--- config.mk ---
export PLATFORM = sky130hd
export DESIGN_NAME = bus_burst_master
export DESIGN_NICKNAME = d
export VERILOG_FILES = /design/src/rtl/bus_pkg.sv /design/src/rtl/bus_timeout_ctr.sv /design/src/rtl/bus_burst_master.sv
export SDC_FILE = /design/constraint.sdc
export NUM_CORES = 1
export LEC_CHECK = 0
export CAP_MARGIN = 40
export CORE_UTILIZATION = 45
export DETAILED_ROUTE_END_ITERATION = 6
export PLACE_DENSITY = 0.78
export SLEW_MARGIN = 5
export SYNTH_ARGS = -nofsm -noshare
export SYNTH_HDL_FRONTEND = slang
export SYNTH_SLANG_ARGS = --single-unit
--- constraint.sdc ---
create_clock -name clk -period 3.2 [get_ports clk]
set_clock_uncertainty 0.15 [all_clocks]
set_input_delay 0.64 -clock clk [delete_from_list [all_inputs] [get_ports clk]]
set_output_delay 0.64 -clock clk [all_outputs]
set_load 0.005 [all_outputs]
--- src/rtl/bus_pkg.sv ---
// Shared types and defaults for the burst master slice.
// Holds the FSM state encoding, the default BEATS / DATA_W / TIMEOUT values,
// and the helper that sizes the beat counter ($clog2(n+1)).
package bus_pkg;

    typedef enum logic [1:0] {
        IDLE,
        XFER,
        DONE
    } state_t;

    localparam int BEATS_DEF   = 4;
    localparam int DATA_W_DEF  = 32;
    localparam int TIMEOUT_DEF = 4;

    // Width that can hold the values 0..n inclusive.
    function automatic int cnt_width(input int n);
        return $clog2(n + 1);
    endfunction

    localparam int BEAT_CNT_W_DEF = cnt_width(BEATS_DEF);

endpackage

--- src/rtl/bus_timeout_ctr.sv ---
// Wait-cycle counter used to bound how long a beat may stall.
// Ports:
//   clk, rst  - clock, synchronous active-high reset
//   clr       - clear the count (takes priority over en)
//   en        - count this cycle
//   limit     - count value that constitutes a timeout
//   expired   - high in the counted cycle whose increment reaches limit
module bus_timeout_ctr #(
    parameter int W = 3
) (
    input  logic         clk,
    input  logic         rst,
    input  logic         clr,
    input  logic         en,
    input  logic [W-1:0] limit,
    output logic         expired
);

    logic [W-1:0] cnt_q;
    logic [W-1:0] cnt_d;
    logic [W-1:0] cnt_inc;

    always_comb begin
        cnt_inc = cnt_q + W'(1);
        cnt_d   = cnt_q;
        if (clr) begin
            cnt_d = '0;
        end else if (en && (cnt_q != limit)) begin
            cnt_d = cnt_inc;
        end
    end

    // Flag fires as the count is reaching the limit, so the owner can drop
    // valid on the very next edge.
    assign expired = en && !clr && (cnt_inc == limit);

    always_ff @(posedge clk) begin
        if (rst) begin
            cnt_q <= '0;
        end else begin
            cnt_q <= cnt_d;
        end
    end

endmodule

--- src/rtl/bus_burst_master.sv ---
// Burst initiator: on an accepted start, offers BEATS data beats
// (base, base+1, ...) under a valid/ready handshake, then pulses done.
// A beat stalled for TIMEOUT cycles aborts the burst and done comes with err.
// Ports:
//   clk, rst     - clock, synchronous active-high reset
//   start, base  - burst request and first data value (sampled when idle)
//   busy         - from cycle after accepted start through the done cycle
//   valid, data  - beat offer and payload
//   ready        - target acceptance
//   done, err    - one-cycle completion pulse, err on abort
// Build option: define BUS_BURST_STRICT_EN to abort on any ready=0 after the
// first handshake of a burst.
module bus_burst_master
    import bus_pkg::*;
#(
    parameter int BEATS   = BEATS_DEF,
    parameter int DATA_W  = DATA_W_DEF,
    parameter int TIMEOUT = TIMEOUT_DEF
) (
    input  logic              clk,
    input  logic              rst,
    input  logic              start,
    input  logic [DATA_W-1:0] base,
    output logic              busy,
    output logic              valid,
    input  logic              ready,
    output logic [DATA_W-1:0] data,
    output logic              done,
    output logic              err
);

    localparam int BEAT_W = cnt_width(BEATS);
    localparam int WAIT_W = cnt_width(TIMEOUT);
    localparam logic [BEAT_W-1:0] LAST_BEAT = BEAT_W'(BEATS - 1);

    state_t              state_q, state_d;
    logic [BEAT_W-1:0]   beat_q,  beat_d;
    logic [DATA_W-1:0]   data_q,  data_d;
    logic                valid_q, valid_d;
    logic                busy_q,  busy_d;
    logic                done_q,  done_d;
    logic                err_q,   err_d;

    logic                wait_clr;
    logic                wait_en;
    logic                wait_expired;
    logic [WAIT_W-1:0]   wait_limit;

    always_comb begin
`ifdef BUS_BURST_STRICT_EN
        // Once the first beat is taken, a single stall cycle is fatal.
        wait_limit = (beat_q != '0) ? WAIT_W'(1) : WAIT_W'(TIMEOUT);
`else
        wait_limit = WAIT_W'(TIMEOUT);
`endif
    end

    bus_timeout_ctr #(
        .W (WAIT_W)
    ) u_wait_ctr (
        .clk     (clk),
        .rst     (rst),
        .clr     (wait_clr),
        .en      (wait_en),
        .limit   (wait_limit),
        .expired (wait_expired)
    );

    always_comb begin
        state_d  = state_q;
        beat_d   = beat_q;
        data_d   = data_q;
        valid_d  = valid_q;
        busy_d   = busy_q;
        done_d   = 1'b0;
        err_d    = 1'b0;
        wait_clr = 1'b1;
        wait_en  = 1'b0;

        case (state_q)
            IDLE: begin
                if (start) begin
                    state_d = XFER;
                    valid_d = 1'b1;
                    busy_d  = 1'b1;
                    data_d  = base;
                    beat_d  = '0;
                end
            end
            XFER: begin
                if (!valid_q) begin
                    // valid only drops inside XFER on a timeout abort; this
                    // is the cycle after it, so report the failed burst.
                    state_d = DONE;
                    done_d  = 1'b1;
                    err_d   = 1'b1;
                end else if (ready) begin
                    if (beat_q == LAST_BEAT) begin
                        state_d = DONE;
                        valid_d = 1'b0;
                        done_d  = 1'b1;
                    end else begin
                        beat_d = beat_q + BEAT_W'(1);
                        data_d = data_q + DATA_W'(1);
                    end
                end else begin
                    wait_clr = 1'b0;
                    wait_en  = 1'b1;
                    if (wait_expired) begin
                        valid_d = 1'b0;
                    end
                end
            end
            DONE: begin
                state_d = IDLE;
                busy_d  = 1'b0;
            end
            default: begin
                state_d = IDLE;
            end
        endcase
    end

    always_ff @(posedge clk) begin
        if (rst) begin
            state_q <= IDLE;
            beat_q  <= '0;
            data_q  <= '0;
            valid_q <= 1'b0;
            busy_q  <= 1'b0;
            done_q  <= 1'b0;
            err_q   <= 1'b0;
        end else begin
            state_q <= state_d;
            beat_q  <= beat_d;
            data_q  <= data_d;
            valid_q <= valid_d;
            busy_q  <= busy_d;
            done_q  <= done_d;
            err_q   <= err_d;
        end
    end

    assign busy  = busy_q;
    assign valid = valid_q;
    assign data  = data_q;
    assign done  = done_q;
    assign err   = err_q;

endmodule

; Word level (Yosys, flattened, before mapping)
; Cells that the tools add are included.
; W data, S select, Z words.
[totals]
elab_cells = 68
in_bits = 36
reg_bits = 44
[op_classes]
muxes = 32
n_eq_ne = 11
n_addsub = 3
reduce_logical = 13
n_bitwise = 1
[op_table]
columns = operator, count
row1 = $mux W32, 4
row2 = $pmux W32 S2, 1
row3 = $add A32 B1 Y32 const B, 1
row4 = $mux W1, 15
row5 = $mux W3, 4
row6 = $ne A3 B3 Y1 const B, 3
row7 = $mux W2, 4
row8 = $ne A2 B2 Y1 const B, 4
row9 = $add A3 B1 Y3 const B, 2
row10 = $pmux W3 S2, 1
row11 = $reduce_and A5 Y1, 1
row12 = $pmux W1 S2, 2
row13 = $pmux W2 S2, 1
row14 = $reduce_and A2 Y1, 2
row15 = $reduce_bool A2 Y1, 2
row16 = $reduce_or A2 Y1, 2
row17 = $eq A3 B2 Y1 const B, 1
row18 = $eq A3 B3 Y1 const B, 1
row19 = $logic_and A1 B1 Y1, 3
row20 = $reduce_and A3 Y1, 1
row21 = $eq A2 B1 Y1 const B, 1
row22 = $eq A2 B2 Y1 const B, 1
row23 = $logic_not A2 Y1, 1
row24 = $logic_not A1 Y1, 1
row25 = $not A1 Y1, 1

; Logic depth before layout (Yosys ltp)
[logic_depth]
word_depth = 10
mapped_depth = 9
depth_no_buf = 7

; Modules after synthesis
; Synthesis repeated with hierarchy kept, for this count alone.
[unflattened]
cells_unflattened = 351
area_unflattened_um2 = 2741.4
[by_module_without_submodules]
columns = mod, n_inst, cells_per_inst, seq_area_each_um2, area_each_um2
row1 = bus_burst_master, 1, 320, 820.8, 2476.1
row2 = bus_timeout_ctr, 1, 31, 60.1, 265.3

; Worst setup path before layout
; OpenSTA, ideal clock, no wires.
[synth_timing]
path_type = input-to-reg
startpoint = input start
endpoint = register data_q[27] (netlist: data[27])
setup_time_ns = 0.127
t_arrival_ns = 1.771
path_buffers = 1
required_ns = 2.923
path_stages = 6
path_slack_ns = 1.152
cell_sequence = nor3b_2 a21oi_2 clkbuf_1 a221o_1 a31oi_1 o32ai_1
[synth_via]
elab_chain_cells = 2
[synth_lines]
columns = element, line
row1 = from (decl), bus_burst_master.sv:22  ; input logic start,
row2 = $ne A2 B2 Y1 (no source line), n/a
row3 = $reduce_and A5 Y1 (no source line), n/a
row4 = to (signal assigned), bus_burst_master.sv:136  ; data_q <= data_d;
row5 = to (decl), bus_burst_master.sv:38  ; logic [DATA_W-1:0] data_q, data_d;
; Every way passes these cells.
; A chain may end at the register's enable or synchronous reset.

; Final worst setup path
[layout_timing]
startpoint = input start
endpoint = register data_q[15] (netlist: data[15])
; Same word-level chain as after synthesis.

==> results list <==
* Run status: completed
* H-tree levels: 2
- Counting flops with a built-in enable in the synthesized netlist gives 0.
* Syn_nets: 375
- Dominant combinational cell family by area after synthesis: simple AND/OR/NAND/NOR gates
* Worst min path class: flop to flop
- Across the whole layout, storage elements account for between 800 and 900 µm².
* ANT cells: 0
- In the final design database the tool counted approximately 440 nets.
- Initial drt markers: ~190
* Post-synthesis sequential area ratio: 32.81%
- Total of max-cap violations: 0
- Synth Instances: ~330
* Actual slew at the worst max-slew pin: about 0.67 ns
* Rel. slew slack: a little over half
- Synth Area in Compound Gates: 25.58%
- Setup repair after global routing left no endpoint under its margin.
- The first global-routing pass estimated 11.94 mm of wire.
- In the synthesized netlist the async set-or-reset flop fraction comes to 0%.
- For this design the ratio of total power to cell area is a little under 400 nW/µm².
- CTS placed an instance of sky130_fd_sc_hd__clkbuf_8 at the clock tree root.
* Area taken by multi-input logic gates: between 1500 and 2000 µm²
* Top area cells in the synthesized netlist: sky130_fd_sc_hd__dfxtp_1, sky130_fd_sc_hd__a21oi_1, sky130_fd_sc_hd__nand3_1
- Number of search-and-repair iterations in the first detailed-routing pass: 5
- Post-CTS Setup Inserts: 0
* Most used flip-flop cell after synthesis: sky130_fd_sc_hd__dfxtp_1
- Final weighted congestion of routability-driven global placement: approximately 0.87
- For the final routed database, the setup TNS stands at 0 ns.
- The floorplan step defined a die boundary enclosing 6280 µm².
- For this design, the CTS-stage hold fixing added 0 buffers.
* Xor/xnor cell area share of the yosys netlist: 0.6524%
* Leak pwr: between 1 and 1.5 nW
* Layout cells sized above 1: just over 10%
- Clock-pin slew was measured on the worst setup and hold paths at approximately 0.090 ns.
* Number of resized instances in the post-cts repair step: 0
- STA puts the critical path data required time at between 3 and 4 ns.
- The number of hold violations in the final report was 0.
* Vias after detailed routing: roughly 2800
- After filler insertion, the fill cell instance count of the layout stands at about 500.
- OpenSTA, run right after detailed placement, puts the worst setup slack at ~0.37 ns.
- Routed wire length: approximately 7.4 mm
* Detail Placement HPWL: 5.286 mm
- Flop and latch count out of synthesis: between 40 and 50
- Worst endpoint data arrival time: roughly 2.6 ns
- Total power draw: 0.001365 W
- Of the available clock period, the critical path in the final layout requires 80.17%.
- Measured against the total synthesized area, the mux share comes to less than 1%.
* Final worst setup slack: ~0.63 ns
- Hold is met by around 0.31 ns.
- After global routing the overflow that remains totals 0.
- Summing every instance area after synthesis gives approximately 2700 µm².
- Routed length per instance: approximately 16 µm
* Count of unresolved DRC violations after routing: 0
* Minimum clock period: 2.565 ns
- The die is 79.25 µm tall.
- In this run the deepest clock path goes through 2 buffers.
- IO Port Bufs: between 70 and 80
- Area growth, synth to finish: 32.06%
- Crit Path Category: input pin to flop
* # IOs: slightly above 70
- Initial standard-cell utilization of the core: 47.59%
* Type of element launching the critical path: input pin
- Summing the areas of all fa, ha and maj instances in the mapped netlist gives under 10% of the synthesized area.
- Final Setup Violations: 0
- Peak supply drop: ~0.29 mV
* Count of cell types in the netlist: 69
- In this run the standard cell core region covers approximately 5600 µm².
- Initial antenna violation count: 0
* Maximum clock frequency: just under 0.4 GHz
- Skew-Pair Late Insertion Delay: 0.30 ns
- Fraction of synthesized cell area taken by the top area cell type: approximately 33%
- Critical path capture point type: flop
- Average vias per placed instance: roughly 6
- The via count of the first global-routing pass is between 2000 and 2500.
- CTS tree: done
- The number of max-slew violations in the final report came to 0.
- The synthesized design spends more area on one cell type than any other, namely sky130_fd_sc_hd__dfxtp_1.
- Post-detailed-route count of antenna-violating nets: 0
* Area fraction in and, or, nand and nor cells after synthesis: between 30% and 40%
- Number of buffers added by the clock tree synthesis step: 5
* Placement row count: 27
* Synthesized area divided by synthesized cell count: 8.063 µm²
* Number of warnings reported in the yosys synthesis log: 0
- In the global route stage, overall resource usage came out at ~24%.
- Die width: about 79 µm
- Of all nets on the critical path, the largest fanout is 13.
- The clock drives between 40 and 50 sinks.
- Entering global routing, the biggest net connects 37 pins.
[path summary, 6_finish.rpt]
path | startpoint | endpoint | slack [ns] | depth (start not counted)
min reg2reg | beat_q[1] | beat_q[1] | 0.31 | 2
max reg2reg | beat_q[0] | data[15] | 0.84 | 7
max | start | data[15] | 0.63 | 6
min | beat_q[1] | beat_q[1] | 0.31 | 2
[per-layer routing]
metal / wire length [µm] / global-route usage [%] / vias to the layer above
met5: 0 / 0 / -
met4: 114 / 7.818 / 0
met3: 428 / 4.138 / 12
met2: 3475 / 39.14 / 99
met1: 3370 / 32.02 / 1337
li1: - / - / 1401
[layout make-up]
cell class / instances / share of cell area (%)
Multi-Input combinational cell: 260 / 46.33
Sequential cell: 44 / 24.84
Timing Repair Buffer: 84 / 22.79
Tap cell: 72 / 2.541
Clock buffer: 6 / 2.329
Inverter: 7 / 0.7410
Clock inverter: 2 / 0.4234
[cells by family after synthesis]
family	count (synthesis)
mux	2
flops	44
simple gates	149
buf+inv	29
fa+ha+maj	6
compound gates	101
xor+xnor	2
[report_power, final]
part           switching, W  internal (W)  leakage (nW)
Combinational      0.000148      0.000187         0.876
Clock              0.000200      0.000175        0.0434
Sequential        0.0000644      0.000591         0.361
Total              0.000413      0.000952          1.28
[state kept, by name, summed over array words and instances, names as in the netlist]
register and flops:
data 32, beat_q 3, u_wait_ctr.cnt_q 3, state_q 2, busy 1, done 1
err 1, valid 1
[synth_stat cells, drive strengths merged (4+ instances only)]
cell / instances
a21o: 5
nand2: 29
and3: 13
nand4: 9
o21ai: 19
a31oi: 8
inv: 6
buf: 8
nand3: 26
a21oi: 28
dfxtp: 44
and2: 4
clkbuf: 14
nor4: 5
a211oi: 9
nor3: 17
nor2: 28
ha: 6
[metrics by stage]
| stage | cells | cell area, µm² | util, % |
|---|---|---|---|
| finish | 475 | 3546 | 62.85 |
| global route | 475 | 3546 | 62.85 |
| CTS | 475 | 3546 | 62.85 |
| detailed placement | 467 | 3448 | 61.12 |
| global placement | 467 | 3448 | 61.12 |
| floorplan | 333 | 2685 | - |
[worst max-delay path: stages]
cell                              delay (ns)
sky130_fd_sc_hd__clkdlybuf4s50_1        0.51
sky130_fd_sc_hd__or3b_1                 0.49
sky130_fd_sc_hd__o21ai_2                0.29
sky130_fd_sc_hd__buf_4                  0.27
sky130_fd_sc_hd__nor2_1                 0.05
sky130_fd_sc_hd__a2111oi_0              0.35
[cell usage in the layout, fill, tap and decap left out, types with 4 or more instances in the layout]
cell type                         instances
sky130_fd_sc_hd__clkbuf_8                 6
sky130_fd_sc_hd__nor3_1                  16
sky130_fd_sc_hd__nand4_1                  7
sky130_fd_sc_hd__inv_1                    6
sky130_fd_sc_hd__a31oi_1                  8
sky130_fd_sc_hd__buf_4                   13
sky130_fd_sc_hd__nor4_1                   4
sky130_fd_sc_hd__o21ai_0                 11
sky130_fd_sc_hd__nand3_1                 23
sky130_fd_sc_hd__nand2_1                 29
sky130_fd_sc_hd__a211oi_1                 9
sky130_fd_sc_hd__o21ai_1                  7
sky130_fd_sc_hd__and3_1                  11
sky130_fd_sc_hd__nor2_1                  27
sky130_fd_sc_hd__dfxtp_1                 44
sky130_fd_sc_hd__ha_1                     6
sky130_fd_sc_hd__a21oi_1                 27
sky130_fd_sc_hd__a21o_1                   5
sky130_fd_sc_hd__clkdlybuf4s50_1         71
Note: power is estimated with default switching activity, not from simulation.
